===== src/rtl/fg_prog_sequencer.sv =====
// Programming initiator for the FG island mux: accepts one cell-program command per handshake and
// sequences decoder setup, settling, Vinj pulse train and release, then strobes done with a status.
module fg_prog_sequencer #(
  parameter int NUM_ISL = 2,
  parameter int ISL_W   = (NUM_ISL > 1) ? $clog2(NUM_ISL) : 1,
  parameter int ROW_W   = 2,
  parameter int COL_W   = 3,
  parameter int SETTLE  = 16,
  parameter int GAP     = 4,
  parameter int LEN_W   = 16,
  parameter int CNT_W   = 8
) (
  input  logic               clk,
  input  logic               rst,
  input  logic               cmd_valid,
  output logic               cmd_ready,
  input  logic [ISL_W-1:0]   cmd_isl,
  input  logic [ROW_W-1:0]   cmd_row,
  input  logic [COL_W-1:0]   cmd_col,
  input  logic [LEN_W-1:0]   cmd_len,
  input  logic [CNT_W-1:0]   cmd_cnt,
  input  logic               abort,
  output logic [NUM_ISL-1:0] isl_sel,
  output logic [ROW_W-1:0]   vdec_addr,
  output logic [COL_W-1:0]   hdec_addr,
  output logic               dec_en,
  output logic               prog_sw,
  output logic               vinj_pulse,
  output logic               busy,
  output logic               done,
  output logic [1:0]         status
);

  // Timer must hold both the widest pulse length and the 8-bit settle/gap values.
  localparam int TMR_W = (LEN_W > 8) ? LEN_W : 8;
  localparam logic [TMR_W-1:0] SETTLE_M1 = TMR_W'(SETTLE - 1);
  localparam logic [TMR_W-1:0] GAP_M1    = TMR_W'(GAP - 1);

  typedef enum logic [2:0] {
    S_IDLE     = 3'd0,
    S_SETUP    = 3'd1,
    S_SETTLE_A = 3'd2,
    S_PULSE    = 3'd3,
    S_GAP      = 3'd4,
    S_RELEASE  = 3'd5,
    S_DONE     = 3'd6
  } state_t;

  state_t             state_q, state_d;
  logic [ISL_W-1:0]   isl_q, isl_d;
  logic [ROW_W-1:0]   row_q, row_d;
  logic [COL_W-1:0]   col_q, col_d;
  logic [LEN_W-1:0]   len_q, len_d;
  logic [CNT_W-1:0]   cnt_q, cnt_d;
  logic [CNT_W-1:0]   left_q, left_d;
  logic [TMR_W-1:0]   tmr_q, tmr_d;
  logic               bad_q, bad_d;
  logic               abrt_q, abrt_d;

  logic [NUM_ISL-1:0] isl_sel_q, isl_sel_d;
  logic [ROW_W-1:0]   vdec_q, vdec_d;
  logic [COL_W-1:0]   hdec_q, hdec_d;
  logic               dec_en_q, dec_en_d;
  logic               prog_sw_q, prog_sw_d;
  logic               vinj_q, vinj_d;
  logic               done_q, done_d;
  logic [1:0]         status_q, status_d;

  logic               abort_take_s;
  logic [TMR_W-1:0]   len_ld_s;
  state_t             eff_state_s;

  assign abort_take_s = abort && ((state_q == S_SETUP) || (state_q == S_SETTLE_A) ||
                                  (state_q == S_PULSE) || (state_q == S_GAP));
  assign len_ld_s     = (len_q == '0) ? '0 : TMR_W'(len_q - LEN_W'(1));

  // State, command and output registers
  always_ff @(posedge clk) begin
    if (rst) begin
      state_q   <= S_IDLE;
      isl_q     <= '0;
      row_q     <= '0;
      col_q     <= '0;
      len_q     <= '0;
      cnt_q     <= '0;
      left_q    <= '0;
      tmr_q     <= '0;
      bad_q     <= 1'b0;
      abrt_q    <= 1'b0;
      isl_sel_q <= '0;
      vdec_q    <= '0;
      hdec_q    <= '0;
      dec_en_q  <= 1'b0;
      prog_sw_q <= 1'b0;
      vinj_q    <= 1'b0;
      done_q    <= 1'b0;
      status_q  <= 2'b00;
    end else begin
      state_q   <= state_d;
      isl_q     <= isl_d;
      row_q     <= row_d;
      col_q     <= col_d;
      len_q     <= len_d;
      cnt_q     <= cnt_d;
      left_q    <= left_d;
      tmr_q     <= tmr_d;
      bad_q     <= bad_d;
      abrt_q    <= abrt_d;
      isl_sel_q <= isl_sel_d;
      vdec_q    <= vdec_d;
      hdec_q    <= hdec_d;
      dec_en_q  <= dec_en_d;
      prog_sw_q <= prog_sw_d;
      vinj_q    <= vinj_d;
      done_q    <= done_d;
      status_q  <= status_d;
    end
  end

  // Next-state, timer and command-latch logic
  always_comb begin
    state_d = state_q;
    isl_d   = isl_q;
    row_d   = row_q;
    col_d   = col_q;
    len_d   = len_q;
    cnt_d   = cnt_q;
    left_d  = left_q;
    tmr_d   = tmr_q;
    bad_d   = bad_q;
    abrt_d  = abrt_q;
    if (abort_take_s) begin
      state_d = S_RELEASE;
      tmr_d   = SETTLE_M1;
      abrt_d  = 1'b1;
    end else begin
      case (state_q)
        S_IDLE: begin
          if (cmd_valid) begin
            isl_d  = cmd_isl;
            row_d  = cmd_row;
            col_d  = cmd_col;
            len_d  = cmd_len;
            cnt_d  = cmd_cnt;
            abrt_d = 1'b0;
            if ({1'b0, cmd_isl} >= (ISL_W+1)'(NUM_ISL)) begin
              bad_d   = 1'b1;
              state_d = S_DONE;
            end else begin
              bad_d   = 1'b0;
              state_d = S_SETUP;
            end
          end else begin
            state_d = S_IDLE;
          end
        end
        S_SETUP: begin
          state_d = S_SETTLE_A;
          tmr_d   = SETTLE_M1;
        end
        S_SETTLE_A: begin
          if (tmr_q != '0) begin
            tmr_d = tmr_q - TMR_W'(1);
          end else if (cnt_q == '0) begin
            state_d = S_RELEASE;
            tmr_d   = SETTLE_M1;
          end else begin
            state_d = S_PULSE;
            tmr_d   = len_ld_s;
            left_d  = cnt_q - CNT_W'(1);
          end
        end
        S_PULSE: begin
          // No gap after the final pulse: go straight to release.
          if (tmr_q != '0) begin
            tmr_d = tmr_q - TMR_W'(1);
          end else if (left_q == '0) begin
            state_d = S_RELEASE;
            tmr_d   = SETTLE_M1;
          end else begin
            state_d = S_GAP;
            tmr_d   = GAP_M1;
          end
        end
        S_GAP: begin
          if (tmr_q != '0) begin
            tmr_d = tmr_q - TMR_W'(1);
          end else begin
            state_d = S_PULSE;
            tmr_d   = len_ld_s;
            left_d  = left_q - CNT_W'(1);
          end
        end
        S_RELEASE: begin
          if (tmr_q != '0) begin
            tmr_d = tmr_q - TMR_W'(1);
          end else begin
            state_d = S_DONE;
          end
        end
        S_DONE:  state_d = S_IDLE;
        default: state_d = S_IDLE;
      endcase
    end
  end

  // Output decode; an accepted abort already shows release values on the next edge
  always_comb begin
    eff_state_s = abort_take_s ? S_RELEASE : state_q;
    isl_sel_d   = '0;
    vdec_d      = '0;
    hdec_d      = '0;
    dec_en_d    = 1'b0;
    prog_sw_d   = 1'b0;
    vinj_d      = 1'b0;
    done_d      = 1'b0;
    status_d    = 2'b00;
    case (eff_state_s)
      S_SETUP, S_SETTLE_A, S_PULSE, S_GAP: begin
        isl_sel_d = NUM_ISL'(1) << isl_q;
        vdec_d    = row_q;
        hdec_d    = col_q;
        dec_en_d  = 1'b1;
        prog_sw_d = 1'b1;
        vinj_d    = (eff_state_s == S_PULSE);
      end
      S_RELEASE: begin
        vdec_d = row_q;
        hdec_d = col_q;
      end
      S_DONE: begin
        done_d   = 1'b1;
        status_d = bad_q ? 2'b10 : (abrt_q ? 2'b01 : 2'b00);
      end
      default: begin
        done_d = 1'b0;
      end
    endcase
  end

  assign cmd_ready  = (state_q == S_IDLE);
  assign busy       = (state_q != S_IDLE);
  assign isl_sel    = isl_sel_q;
  assign vdec_addr  = vdec_q;
  assign hdec_addr  = hdec_q;
  assign dec_en     = dec_en_q;
  assign prog_sw    = prog_sw_q;
  assign vinj_pulse = vinj_q;
  assign done       = done_q;
  assign status     = status_q;

endmodule


===== config.mk =====
export PLATFORM = sky130hd
export DESIGN_NAME = fg_prog_sequencer
export DESIGN_NICKNAME = d
export VERILOG_FILES = /design/src/rtl/fg_prog_sequencer.sv
export SDC_FILE = /design/constraint.sdc
export NUM_CORES = 1
export LEC_CHECK = 0
export BUFFER_PORTS_ARGS = -buffer_cell sky130_fd_sc_hd__buf_2
export CORE_ASPECT_RATIO = 0.7
export CORE_MARGIN = 2
export CORE_UTILIZATION = 57
export DETAILED_ROUTE_END_ITERATION = 7
export GPL_TIMING_DRIVEN = 1
export PLACE_DENSITY = 0.77
export SETUP_SLACK_MARGIN = 0.1
export SKIP_LAST_GASP = 1
export SYNTH_ARGS = -nofsm -noshare
export SYNTH_HDL_FRONTEND = slang
export SYNTH_SLANG_ARGS = --single-unit

===== constraint.sdc =====
create_clock -name clk -period 3.6 [get_ports clk]
set_input_delay 0.36 -clock clk [delete_from_list [all_inputs] [get_ports clk]]
set_output_delay 0.36 -clock clk [all_outputs]
set_load 0.01 [all_outputs]

==> results.py, run 1 <==
metrics = {
    "run_status": {
        "outcome": "finished clean",
    },
    "logic_synthesis": {
        "ys_ff_latch": 69,
        "async_flop_share": 0,
        "synth_top_flop_cell": "dfxtp_1",
        "synth.avg_cell_area_um2": 7.56,
        "synthTopCellsByArea": "dfxtp_1, nand2_1, a21oi_1, o21ai_0, nor2_1",
        "synth_largest_area_cell": "dfxtp_1",
        "yosysMostFrequentCell": "nand2_1",
        "synth-seq-area-share": 0.373,
        "synth_cell_types": 57,
        "netlist.area_leader.share": 0.373,
        "syn_inst": 490,
        "synth-warning-count": 0,
        "yosys-top-cells-count": "nand2_1, dfxtp_1, a21oi_1",
        "synth_area_um2": 3700,
        "syn_nets": 528,
        "synth-edff-count": 0,
    },
    "sta": {
        "hold_viol": 0,
        "setup_slack_ns": 0.886,
        "relSlewSlack": 0.334,
        "period_share": 0.754,
        "skew_ns": 0.00664,
        "setup_violations": 0,
        "rsz0062_at_grt": "false",
        "slew_viol_final": 0,
        "fmax_mhz": 368,
        "setup_tns_ns": 0,
        "worstMarginPinSlew_ns": 0.997,
        "min_period_ns": 2.71,
    },
    "clock_network": {
        "root_buffer": "clkbuf_8",
        "cts_buffer_depth": 2,
        "hold_buffers": 0,
        "numCtsBuffers": 9,
        "cts_resized": 0,
        "cts_tree": "built",
        "clk_pin_slew_worst_paths_ns": 0.08,
        "numClockSinks": 69,
        "cts_setup_buffers": 0,
        "clock_latency_ns": 0.35,
        "cts_htree_levels": 3,
    },
    "detailed_routing": {
        "first_iter_violations": 421,
        "routedWlPerCell_um": 15.6,
        "drc": 0,
        "dr.pass1.iters": 5,
        "vias": 3675,
        "drtAntennaViolNets": 0,
        "routed_wl_um": 9440,
        "vias_per_cell": 6.08,
    },
    "worst_setup_path": {
        "path_cells": "inv_1 > ha_1 > or4b_4 > or4_4 > nor3_4 > nand2b_1 > o21ai_0 > a31oi_1",
        "setup.worst_path.end": "left_q[2]$_SDFFE_PP0P_",
        "crit_family": "simple AND/OR/NAND/NOR gates",
        "worst_r2r_endpoint": "left_q[2]$_SDFFE_PP0P_",
        "cp-startpoint": "tmr_q[0]$_SDFFE_PP0P_",
        "crit_required_ns": 3.82,
        "critPathMaxFanout": 11,
        "r2r-start": "tmr_q[0]$_SDFFE_PP0P_",
        "cp.arrival_ns": 2.93,
        "worst_path_max_delay_cell": "or4_4",
        "cp.depth": 8,
        "reg2reg_slack_ns": 0.89,
        "critPathCaptureType": "flop",
        "path_buf_inv": 1,
        "path_class": "reg2reg",
        "max_stage_delay_ns": 0.68,
        "reg2reg_depth": 8,
        "critPathLaunchType": "flop",
    },
    "floorplanning": {
        "die_height_um": 71.4,
        "io_pins": 49,
        "start_util": 0.593,
        "die_x_um": 100,
        "core_area_um2": 6250,
        "num_rows": 24,
        "die_area_um2": 7170,
    },
    "global_routing": {
        "grt_pass1_vias": 3264,
        "grt_overflow": 0,
        "grt_use_total": 0.277,
        "grt_max_degree": 47,
        "grt_pass1_wl_um": 15800,
        "antenna_found_initial": 0,
    },
    "place": {
        "gp_congestion": 0.899,
        "io_buffer_count": 47,
        "dpl_worst_slack_ns": 0.932,
        "placed_cells": 588,
        "place_hpwl_um": 6720,
    },
    "run": {
        "maxCapViolations": 0,
    },
    "cells_and_area": {
        "fill_cells": 560,
        "area_growth_syn_to_layout_pct": 12.1,
        "instances_no_fill": 604,
        "drive_gt1_frac": 0.158,
        "fin_nets": 559,
        "n_antenna_cell": 0,
    },
    "power": {
        "leakagePower_nw": 1.68,
        "finalPower_mw": 3.79,
        "power.density_nw_per_um2": 914,
        "ir_drop_v": 0.000515,
    },
    "worst_hold_path": {
        "min_path_type": "in2reg",
    },
}
-- worst register-to-register path, cell delays in order (launching register included) --
cell      delay (ns)
dfxtp_1         0.34
inv_1           0.07
ha_1            0.16
or4b_4          0.51
or4_4           0.68
nor3_4          0.26
nand2b_1        0.22
o21ai_0         0.23
a31oi_1         0.10
-- registers in the layout, summed over array words and instances (netlist names), 2 cells and up --
signal,flops
cnt_q,8
col_q,3
hdec_addr,3
isl_sel,2
left_q,8
len_q,16
row_q,2
state_q,3
tmr_q,16
vdec_addr,2
-- kinds of logic after synthesis --
| family | Yosys count | synth area share |
|---|---|---|
| adders and majority gates | 5 | 0.0162 |
| muxes | 5 | 0.0135 |
| AOI/OAI and AO/OA | 142 | 0.231 |
| DFF | 69 | 0.373 |
| buffers and inverters | 41 | 0.0480 |
| and+or+nand+nor | 212 | 0.282 |
| other | 1 | 0.00101 |
| xor gates and xnor gates | 15 | 0.0355 |
-- per-stage QoR --
step,utilization,instance area [µm²],hold WS (ns)
floorplan,-,3700,0.412
global placement,0.629,3930,0.427
detailed placement,0.629,3930,0.440
CTS,0.665,4150,0.225
global route,0.665,4150,0.241
finish,0.665,4150,0.237
-- metal layers --
layer / share of wire / GRT usage
met5: 0 / 0
met4: 0.014 / 0.0868
met3: 0.11 / 0.0780
met2: 0.41 / 0.406
met1: 0.47 / 0.398
-- where the power goes --
group	leakage (nW)	internal, mW	switching (mW)	total, mW
clock network	0.110	0.393	0.315	0.708
logic	1.01	0.702	1.24	1.95
registers	0.562	0.926	0.212	1.14
total	1.68	2.02	1.77	3.79
-- layout make-up --
class,count,area [µm²],share of cell area
clock buffers,9,124,0.0298
flip-flops and latches,69,1380,0.333
inverters,10,37.5,0.00904
clock inverters,7,98.8,0.0238
multi-input cells,380,2150,0.517
well taps,78,97.6,0.0235
repair buffers,51,265,0.0639
-- cell usage in the layout, fill, tap and decap left out, types with 3 or more instances in the layout --
cell,count
nand2b_1,5
o211ai_2,4
or4_1,6
a211oi_1,3
a31oi_1,4
xnor2_1,10
buf_2,47
and2_1,9
and3_1,3
xor2_1,5
nand4b_1,4
or3_1,7
dfxtp_1,69
nand3_1,4
nor3_1,23
o21ai_1,6
o21ai_0,36
a2bb2oi_1,3
o31ai_1,4
clkbuf_8,9
mux2i_1,5
a21oi_1,57
nor2b_1,3
inv_1,9
nor4_1,11
buf_4,4
ha_1,4
nor2_1,34
o22ai_1,5
a22oi_1,3
nand2_1,90
-- worst min path at each step --
stage | slack (ns) | startpoint | cells past startpoint | to
after floorplan | 0.41 | isl_q$_SDFFE_PP0P_ | 1 | isl_sel[0]$_SDFF_PP0_
after global placement | 0.43 | isl_q$_SDFFE_PP0P_ | 1 | isl_sel[0]$_SDFF_PP0_
after detailed placement | 0.44 | isl_q$_SDFFE_PP0P_ | 1 | isl_sel[0]$_SDFF_PP0_
after CTS | 0.23 | cmd_row[1] | 3 | row_q[1]$_SDFFE_PP0P_
after global routing | 0.24 | cmd_len[11] | 3 | len_q[11]$_SDFFE_PP0P_
final | 0.24 | cmd_len[6] | 3 | len_q[6]$_SDFFE_PP0P_
No activity file was read; power rests on OpenSTA's default activity.
==> run 2, diff against run 1 <==
--- a/config.mk
+++ b/config.mk
@@ -5,13 +5,14 @@
 export SDC_FILE = /design/constraint.sdc
 export NUM_CORES = 1
 export LEC_CHECK = 0
+export ABC_AREA = 1
 export BUFFER_PORTS_ARGS = -buffer_cell sky130_fd_sc_hd__buf_2
 export CORE_ASPECT_RATIO = 0.7
 export CORE_MARGIN = 2
-export CORE_UTILIZATION = 57
+export CORE_UTILIZATION = 53
 export DETAILED_ROUTE_END_ITERATION = 7
 export GPL_TIMING_DRIVEN = 1
-export PLACE_DENSITY = 0.77
+export PLACE_DENSITY = 0.75
 export SETUP_SLACK_MARGIN = 0.1
 export SKIP_LAST_GASP = 1
 export SYNTH_ARGS = -nofsm -noshare
==> constraint.sdc (replaced) <==
create_clock -name clk -period 2.2 [get_ports clk]
set_input_delay 0.22 -clock clk [delete_from_list [all_inputs] [get_ports clk]]
set_output_delay 0.22 -clock clk [all_outputs]
set_load 0.01 [all_outputs]
==> run 2 against run 1 <==
Net effect:
- clock power rose by 25%
- register-to-register slack lost 0.65 ns
- first-iteration DRC count down 51%
- setup slack got worse by 0.65 ns
- flip-flop and latch count unchanged
- clock skew is 0.0025 ns higher
- die area grew 13%
- synthesized cell count up 25%
- global-route usage fell by 2.6 points
- largest cell class unchanged
- highest routed layer unchanged
==> results.py, run 2 <==
metrics = {
    "run_status": {
        "outcome": "finished clean",
    },
    "logic_synthesis": {
        "async_flop_share": 0,
        "synth-warning-count": 0,
        "syn_inst": 613,
        "synth_cell_types": 34,
        "syn_nets": 651,
        "yosysMostFrequentCell": "nand2_1",
        "ys_ff_latch": 69,
        "synth-edff-count": 0,
        "synth-seq-area-share": 0.352,
        "synthTopCellsByArea": "dfxtp_1, nand2_1, inv_1, nor2_1, a21oi_1",
        "synth_largest_area_cell": "dfxtp_1",
        "synth.avg_cell_area_um2": 6.40,
        "netlist.area_leader.share": 0.352,
        "synth_area_um2": 3920,
        "yosys-top-cells-count": "nand2_1, inv_1, nor2_1",
        "synth_top_flop_cell": "dfxtp_1",
    },
    "worst_setup_path": {
        "worst_r2r_endpoint": "tmr_q[5]$_SDFFE_PP0P_",
        "cp.arrival_ns": 2.24,
        "critPathMaxFanout": 11,
        "r2r-start": "tmr_q[0]$_SDFFE_PP0P_",
        "crit_required_ns": 2.48,
        "critPathLaunchType": "flop",
        "crit_top_cell": "nand2_1",
        "path_buf_inv": 2,
        "reg2reg_slack_ns": 0.24,
        "critPathCaptureType": "flop",
        "path_cells": "inv_1 > ha_1 > nand2_1 > nor2_1 > nand2_2 > inv_2 > nand2_1 > nor2_2 > nand2_1 > nand2_1 > nand2_1 > a21oi_2",
        "worst_path_max_delay_cell": "dfxtp_1",
        "max_stage_delay_ns": 0.33,
        "crit_family": "simple AND/OR/NAND/NOR gates",
        "reg2reg_depth": 12,
        "path_class": "reg2reg",
    },
    "global_routing": {
        "grtUsageMet3": 0.0594,
        "grt.met1_usage": 0.374,
        "grt_pass1_wl_um": 16500,
        "grt_use_total": 0.251,
        "gr-usage-met2": 0.359,
        "antenna_found_initial": 0,
        "grt_most_used_layer": "met1",
        "grt_overflow": 0,
        "grt_max_degree": 34,
        "grt_pass1_vias": 3638,
    },
    "cells_and_area": {
        "drive_gt1_frac": 0.172,
        "n_antenna_cell": 0,
        "reg_top3": "len_q: 16 flops, tmr_q: 16 flops",
        "instances_no_fill": 768,
        "area_growth_syn_to_layout_pct": 14.6,
        "fin_nets": 703,
        "final_area_um2": 4490,
        "final_cell_mix": "nand2_1, inv_1, nor2_1, dfxtp_1, a21oi_1",
        "layout_commonest_cell": "nand2_1",
    },
    "sta": {
        "skew_ns": 0.00918,
        "worstMarginPinSlew_ns": 0.635,
        "setup_tns_ns": 0,
        "slew_viol_final": 0,
        "timing.hold.ws_ns": 0.147,
        "relSlewSlack": 0.576,
        "rsz0062_at_grt": "false",
        "fmax_mhz": 509,
        "min_period_ns": 1.96,
        "setup_violations": 0,
        "period_share": 0.893,
        "hold_viol": 0,
    },
    "place": {
        "gp_congestion": 0.928,
        "place_hpwl_um": 7220,
        "placed_cell_area_um2": 4270,
        "placed_cells": 747,
        "io_buffer_count": 47,
    },
    "power": {
        "ir_drop_v": 0.000601,
        "finalPower_mw": 6.82,
        "leakagePower_nw": 2.19,
        "power.density_nw_per_um2": 1520,
    },
    "worst_hold_path": {
        "worstHoldPathCells": 3,
        "min_from": "cmd_cnt[1]",
        "worstHoldEndpoint": "cnt_q[1]$_SDFFE_PP0P_",
        "min_path_type": "in2reg",
    },
    "clock_network": {
        "cts_buffer_depth": 2,
        "numClockSinks": 69,
        "clk_pin_slew_worst_paths_ns": 0.07,
        "numCtsBuffers": 9,
        "root_buffer": "clkbuf_8",
        "clock_latency_ns": 0.34,
        "cts_htree_levels": 3,
        "cts_tree": "built",
        "hold_buffers": 0,
    },
    "detailed_routing": {
        "drc": 0,
        "first_iter_violations": 206,
        "dr.pass1.iters": 5,
        "routed_wl_um": 9600,
        "vias_per_cell": 5.19,
        "routedWlPerCell_um": 12.5,
        "vias": 3985,
        "drtAntennaViolNets": 0,
    },
    "floorplanning": {
        "die_area_um2": 8110,
        "num_rows": 26,
        "io_pins": 49,
        "start_util": 0.543,
        "die_height_um": 76.0,
        "core_area_um2": 7220,
        "die_x_um": 107,
    },
    "run": {
        "maxCapViolations": 0,
    },
}
[run 2: changes by cell type after synthesis, moves of 7 or more]
cell / change
a21oi_2: +10
and2_1: -8
clkbuf_1: -15
inv_1: +65
nand2_1: +66
nand3_1: +47
nor2_1: +37
nor3_1: -19
nor4_1: -11
o21ai_0: +11
or3_1: -7
xnor2_1: -9
[run 2: worst max-delay path by stage]
stage                                       start                     end  slack (ns)  cells past startpoint
after floorplan           state_q[2]$_SDFFE_PP0P_  left_q[6]$_SDFFE_PP0P_        0.43                     13
after global placement    state_q[2]$_SDFFE_PP0P_  left_q[6]$_SDFFE_PP0P_        0.24                     12
after detailed placement  state_q[2]$_SDFFE_PP0P_  left_q[6]$_SDFFE_PP0P_        0.17                     12
after CTS                 state_q[2]$_SDFFE_PP0P_  left_q[6]$_SDFFE_PP0P_        0.12                     12
after global routing        tmr_q[0]$_SDFFE_PP0P_   tmr_q[6]$_SDFFE_PP0P_        0.07                     12
final                       tmr_q[0]$_SDFFE_PP0P_   tmr_q[5]$_SDFFE_PP0P_        0.24                     12
[run 2: area by class of cell]
class                      count  area, µm²
fill                         696       2730
multi-input combinational    445       2160
clock inverter                 6       40.0
tap                           98        123
sequential                    69       1380
inverter                      80        303
timing repair buffer          60        358
clock buffer                  10        128
[run 2: kinds of logic (layout without fill, tap and decap cells)]
kind of cell | count (synthesis) | count (layout) | share of synthesized area
adder cells (fa/ha/maj) | 4 | 4 | 0.0128
AND/OR/NAND/NOR | 304 | 305 | 0.329
other | 1 | 1 | 0.000956
flip-flops | 69 | 69 | 0.352
buffers and inverters | 100 | 156 | 0.102
XOR/XNOR | 12 | 12 | 0.0268
AO/OA/AOI/OAI | 123 | 123 | 0.176
[run 2: per-layer routing]
layer  wire [µm]  share of wire  vias to the layer above
met5           0              0                        -
met4          99          0.010                        0
met3         792          0.083                       11
met2        3980           0.41                      146
met1        4730           0.49                     1767
li1            -              -                     2061
[run 2: per-stage QoR]
stage / util / setup slack (ns)
2_1_floorplan: - / 0.434
3_3_place_gp: 0.591 / 0.235
3_5_place_dp: 0.591 / 0.166
4_1_cts: 0.615 / 0.120
5_1_grt: 0.622 / 0.0675
6_report: 0.622 / 0.236
[run 2: what timing repair did]
action | CTS | global route
endpoints found under the setup margin | 0 | 22
setup buffers | 0 | 4
resized for setup | 0 | 8
endpoints found under the hold margin | 0 | 0
[run 2: tightest hold or removal path: cells and delay by family]
family / cells / cell delay (ns)
and+or+nand+nor: 1 / 0.07
AOI/OAI and AO/OA: 1 / 0.06
buffers and inverters: 1 / 0.09
[run 2: where the power goes]
group	internal (mW)	switching, mW
Clock	0.406	0.477
Combinational	1.36	2.67
Sequential	1.60	0.298
==> run 3, diff against run 2 <==
--- a/config.mk
+++ b/config.mk
@@ -5,14 +5,14 @@
 export SDC_FILE = /design/constraint.sdc
 export NUM_CORES = 1
 export LEC_CHECK = 0
-export ABC_AREA = 1
+export ABC_AREA = 0
 export BUFFER_PORTS_ARGS = -buffer_cell sky130_fd_sc_hd__buf_2
 export CORE_ASPECT_RATIO = 0.7
 export CORE_MARGIN = 2
-export CORE_UTILIZATION = 53
+export CORE_UTILIZATION = 52
 export DETAILED_ROUTE_END_ITERATION = 7
 export GPL_TIMING_DRIVEN = 1
-export PLACE_DENSITY = 0.75
+export PLACE_DENSITY = 0.74
 export SETUP_SLACK_MARGIN = 0.1
 export SKIP_LAST_GASP = 1
 export SYNTH_ARGS = -nofsm -noshare
==> run 3 against run 2 <==
Net effect:
- the run now ends with negative setup slack left
- via count grew 2.6%
- global-route usage grew 2.9 points
- first-iteration DRC count grew 130%
- critical path depth shrank 5
- combinational power grew 20%
- flip-flop and latch count is the same
- maximum frequency shrank 16%
- sequential share of layout area shrank 2.6 points
- hold slack lost 0.045 ns
- critical path type unchanged
==> results.py, run 3 (synthesis gave the netlist of run 1 again) <==
metrics = {
    "global_routing": {
        "grt_pass1_vias": 3552,
        "grt_max_degree": 25,
        "grt_overflow": 0,
        "grt_use_total": 0.281,
        "grt_pass1_wl_um": 17400,
        "antenna_found_initial": 0,
    },
    "floorplanning": {
        "die_x_um": 105,
        "num_rows": 25,
        "start_util": 0.543,
        "die_height_um": 74.6,
        "die_area_um2": 7820,
        "io_pins": 49,
        "core_area_um2": 6820,
    },
    "power": {
        "power.density_nw_per_um2": 1580,
        "leakagePower_nw": 2.04,
        "ir_drop_v": 0.000700,
    },
    "clock_network": {
        "cts_tree": "built",
        "numClockSinks": 69,
        "numCtsBuffers": 9,
        "root_buffer": "clkbuf_8",
        "cts_htree_levels": 3,
        "hold_buffers": 0,
        "cts_buffer_depth": 2,
        "clock_latency_ns": 0.35,
        "clk_pin_slew_worst_paths_ns": 0.08,
    },
    "worst_setup_path": {
        "path_class": "reg2reg",
        "path_buf_inv": 1,
        "critPathMaxFanout": 5,
        "critPathLaunchType": "flop",
        "crit_family": "simple AND/OR/NAND/NOR gates",
        "max_stage_delay_ns": 0.63,
        "critPathCaptureType": "flop",
        "crit_top_cell": "or4_4",
        "cp.arrival_ns": 2.59,
        "path_cells": "or4_4 > or4_4 > buf_6 > a21o_1 > mux2i_1 > o22ai_1 > and2_1",
        "worst_path_max_delay_cell": "or4_4",
        "crit_required_ns": 2.45,
    },
    "cells_and_area": {
        "n_antenna_cell": 0,
        "final_cell_mix": "nand2_1, dfxtp_1, buf_4, a21oi_1, buf_2",
        "fin_nets": 621,
        "layout_commonest_cell": "nand2_1",
        "drive_gt1_frac": 0.321,
        "reg_top3": "len_q: 16 flops, tmr_q: 16 flops",
        "area_growth_syn_to_layout_pct": 32.7,
        "instances_no_fill": 682,
    },
    "sta": {
        "setup_slack_ns": -0.138,
        "relSlewSlack": 0.564,
        "skew_ns": 0.00507,
        "period_share": 1.06,
        "timing.hold.ws_ns": 0.103,
        "hold_viol": 0,
        "rsz0062_at_grt": "true",
        "worstMarginPinSlew_ns": 0.648,
        "setup_violations": 24,
        "slew_viol_final": 0,
        "min_period_ns": 2.34,
        "fmax_mhz": 428,
    },
    "detailed_routing": {
        "drc": 0,
        "route.top_layer_used": "met4",
        "drtAntennaViolNets": 0,
        "routed_wl_um": 11500,
        "first_iter_violations": 466,
        "wl_met1_um": 5010,
        "vias_per_cell": 5.99,
        "wl_met3_um": 1330,
        "vias": 4088,
        "wl_met2_um": 4870,
        "dr.pass1.iters": 5,
        "routedWlPerCell_um": 16.8,
    },
    "run_status": {
        "outcome": "finished, violations left",
        "violations": "negative setup slack",
    },
    "worst_hold_path": {
        "min_path_type": "in2reg",
    },
    "place": {
        "placed_cells": 652,
        "place_hpwl_um": 7830,
        "io_buffer_count": 47,
        "gp_congestion": 0.992,
    },
    "run": {
        "maxCapViolations": 0,
    },
}
## run 3: cell types whose count changed in the layout (fill, tap and decap cells not counted), sizes merged, moves of 11 or more
cell / delta
nand2: -70
inv: -69
buf: +53
nand3: -47
nor2: -42
nor3: +20
o21ai: -14
nor4: +11
## run 3: timing repair
| action | CTS | global route |
|---|---|---|
| resized for setup | 16 | 44 |
| buffers inserted | 7 | 8 |
| hold endpoints to repair | 0 | 0 |
| pin swaps | 13 | 12 |
| endpoints found under the setup margin | 27 | 27 |
## run 3: worst register-to-register path, stage by stage, from the launching register on
cell and delay (ns):
dfxtp_2 0.33, or4_4 0.55, or4_4 0.63, buf_6 0.16, a21o_1 0.17, mux2i_1 0.16
o22ai_1 0.09, and2_1 0.16
## run 3: final timing paths
check                                            start                       to  slack (ns)  cells past startpoint
worst max-delay path            tmr_q[14]$_SDFFE_PP0P_  state_q[1]$_SDFFE_PP0P_       -0.14                      7
worst min-delay path                        cmd_cnt[4]    cnt_q[4]$_SDFFE_PP0P_        0.10                      3
worst max register to register  tmr_q[14]$_SDFFE_PP0P_  state_q[1]$_SDFFE_PP0P_       -0.14                      7
worst min register to register      isl_q$_SDFFE_PP0P_    isl_sel[0]$_SDFF_PP0_        0.45                      1
## run 3: routing by layer
metal / GRT usage / up-vias
met1: 0.391 / 1849
met2: 0.423 / 281
met5: 0 / -
met4: 0.104 / 0
li1: - / 1921
met3: 0.0771 / 37
## run 3: layout make-up
cell class | instances | area, µm²
multi-input cells | 380 | 2380
clock inverters | 5 | 81.3
fillers | 537 | 1900
well taps | 94 | 118
flip-flops and latches | 69 | 1390
clock buffers | 11 | 151
repair buffers | 113 | 764
inverters | 10 | 37.5
## run 3: per-stage QoR
step	setup TNS [ns]	power, mW	worst slack [ns]	instance area [µm²]	util
after global routing	-2.77	8.20	-0.178	4920	0.721
after floorplan	-1.45	4.31	-0.139	3730	-
after detailed placement	-2.94	5.68	-0.197	4340	0.636
after CTS	-1.61	7.15	-0.135	4690	0.688
after global placement	-1.41	5.57	-0.120	4340	0.636
final	-1.60	7.76	-0.138	4920	0.721
## run 3: where the power goes
group	internal (mW)	switching [mW]	total, mW	leakage (nW)
clock network	0.702	0.497	1.20	0.116
registers	1.52	0.196	1.72	0.564
logic	2.02	2.83	4.85	1.36
total	4.25	3.52	7.76	2.04
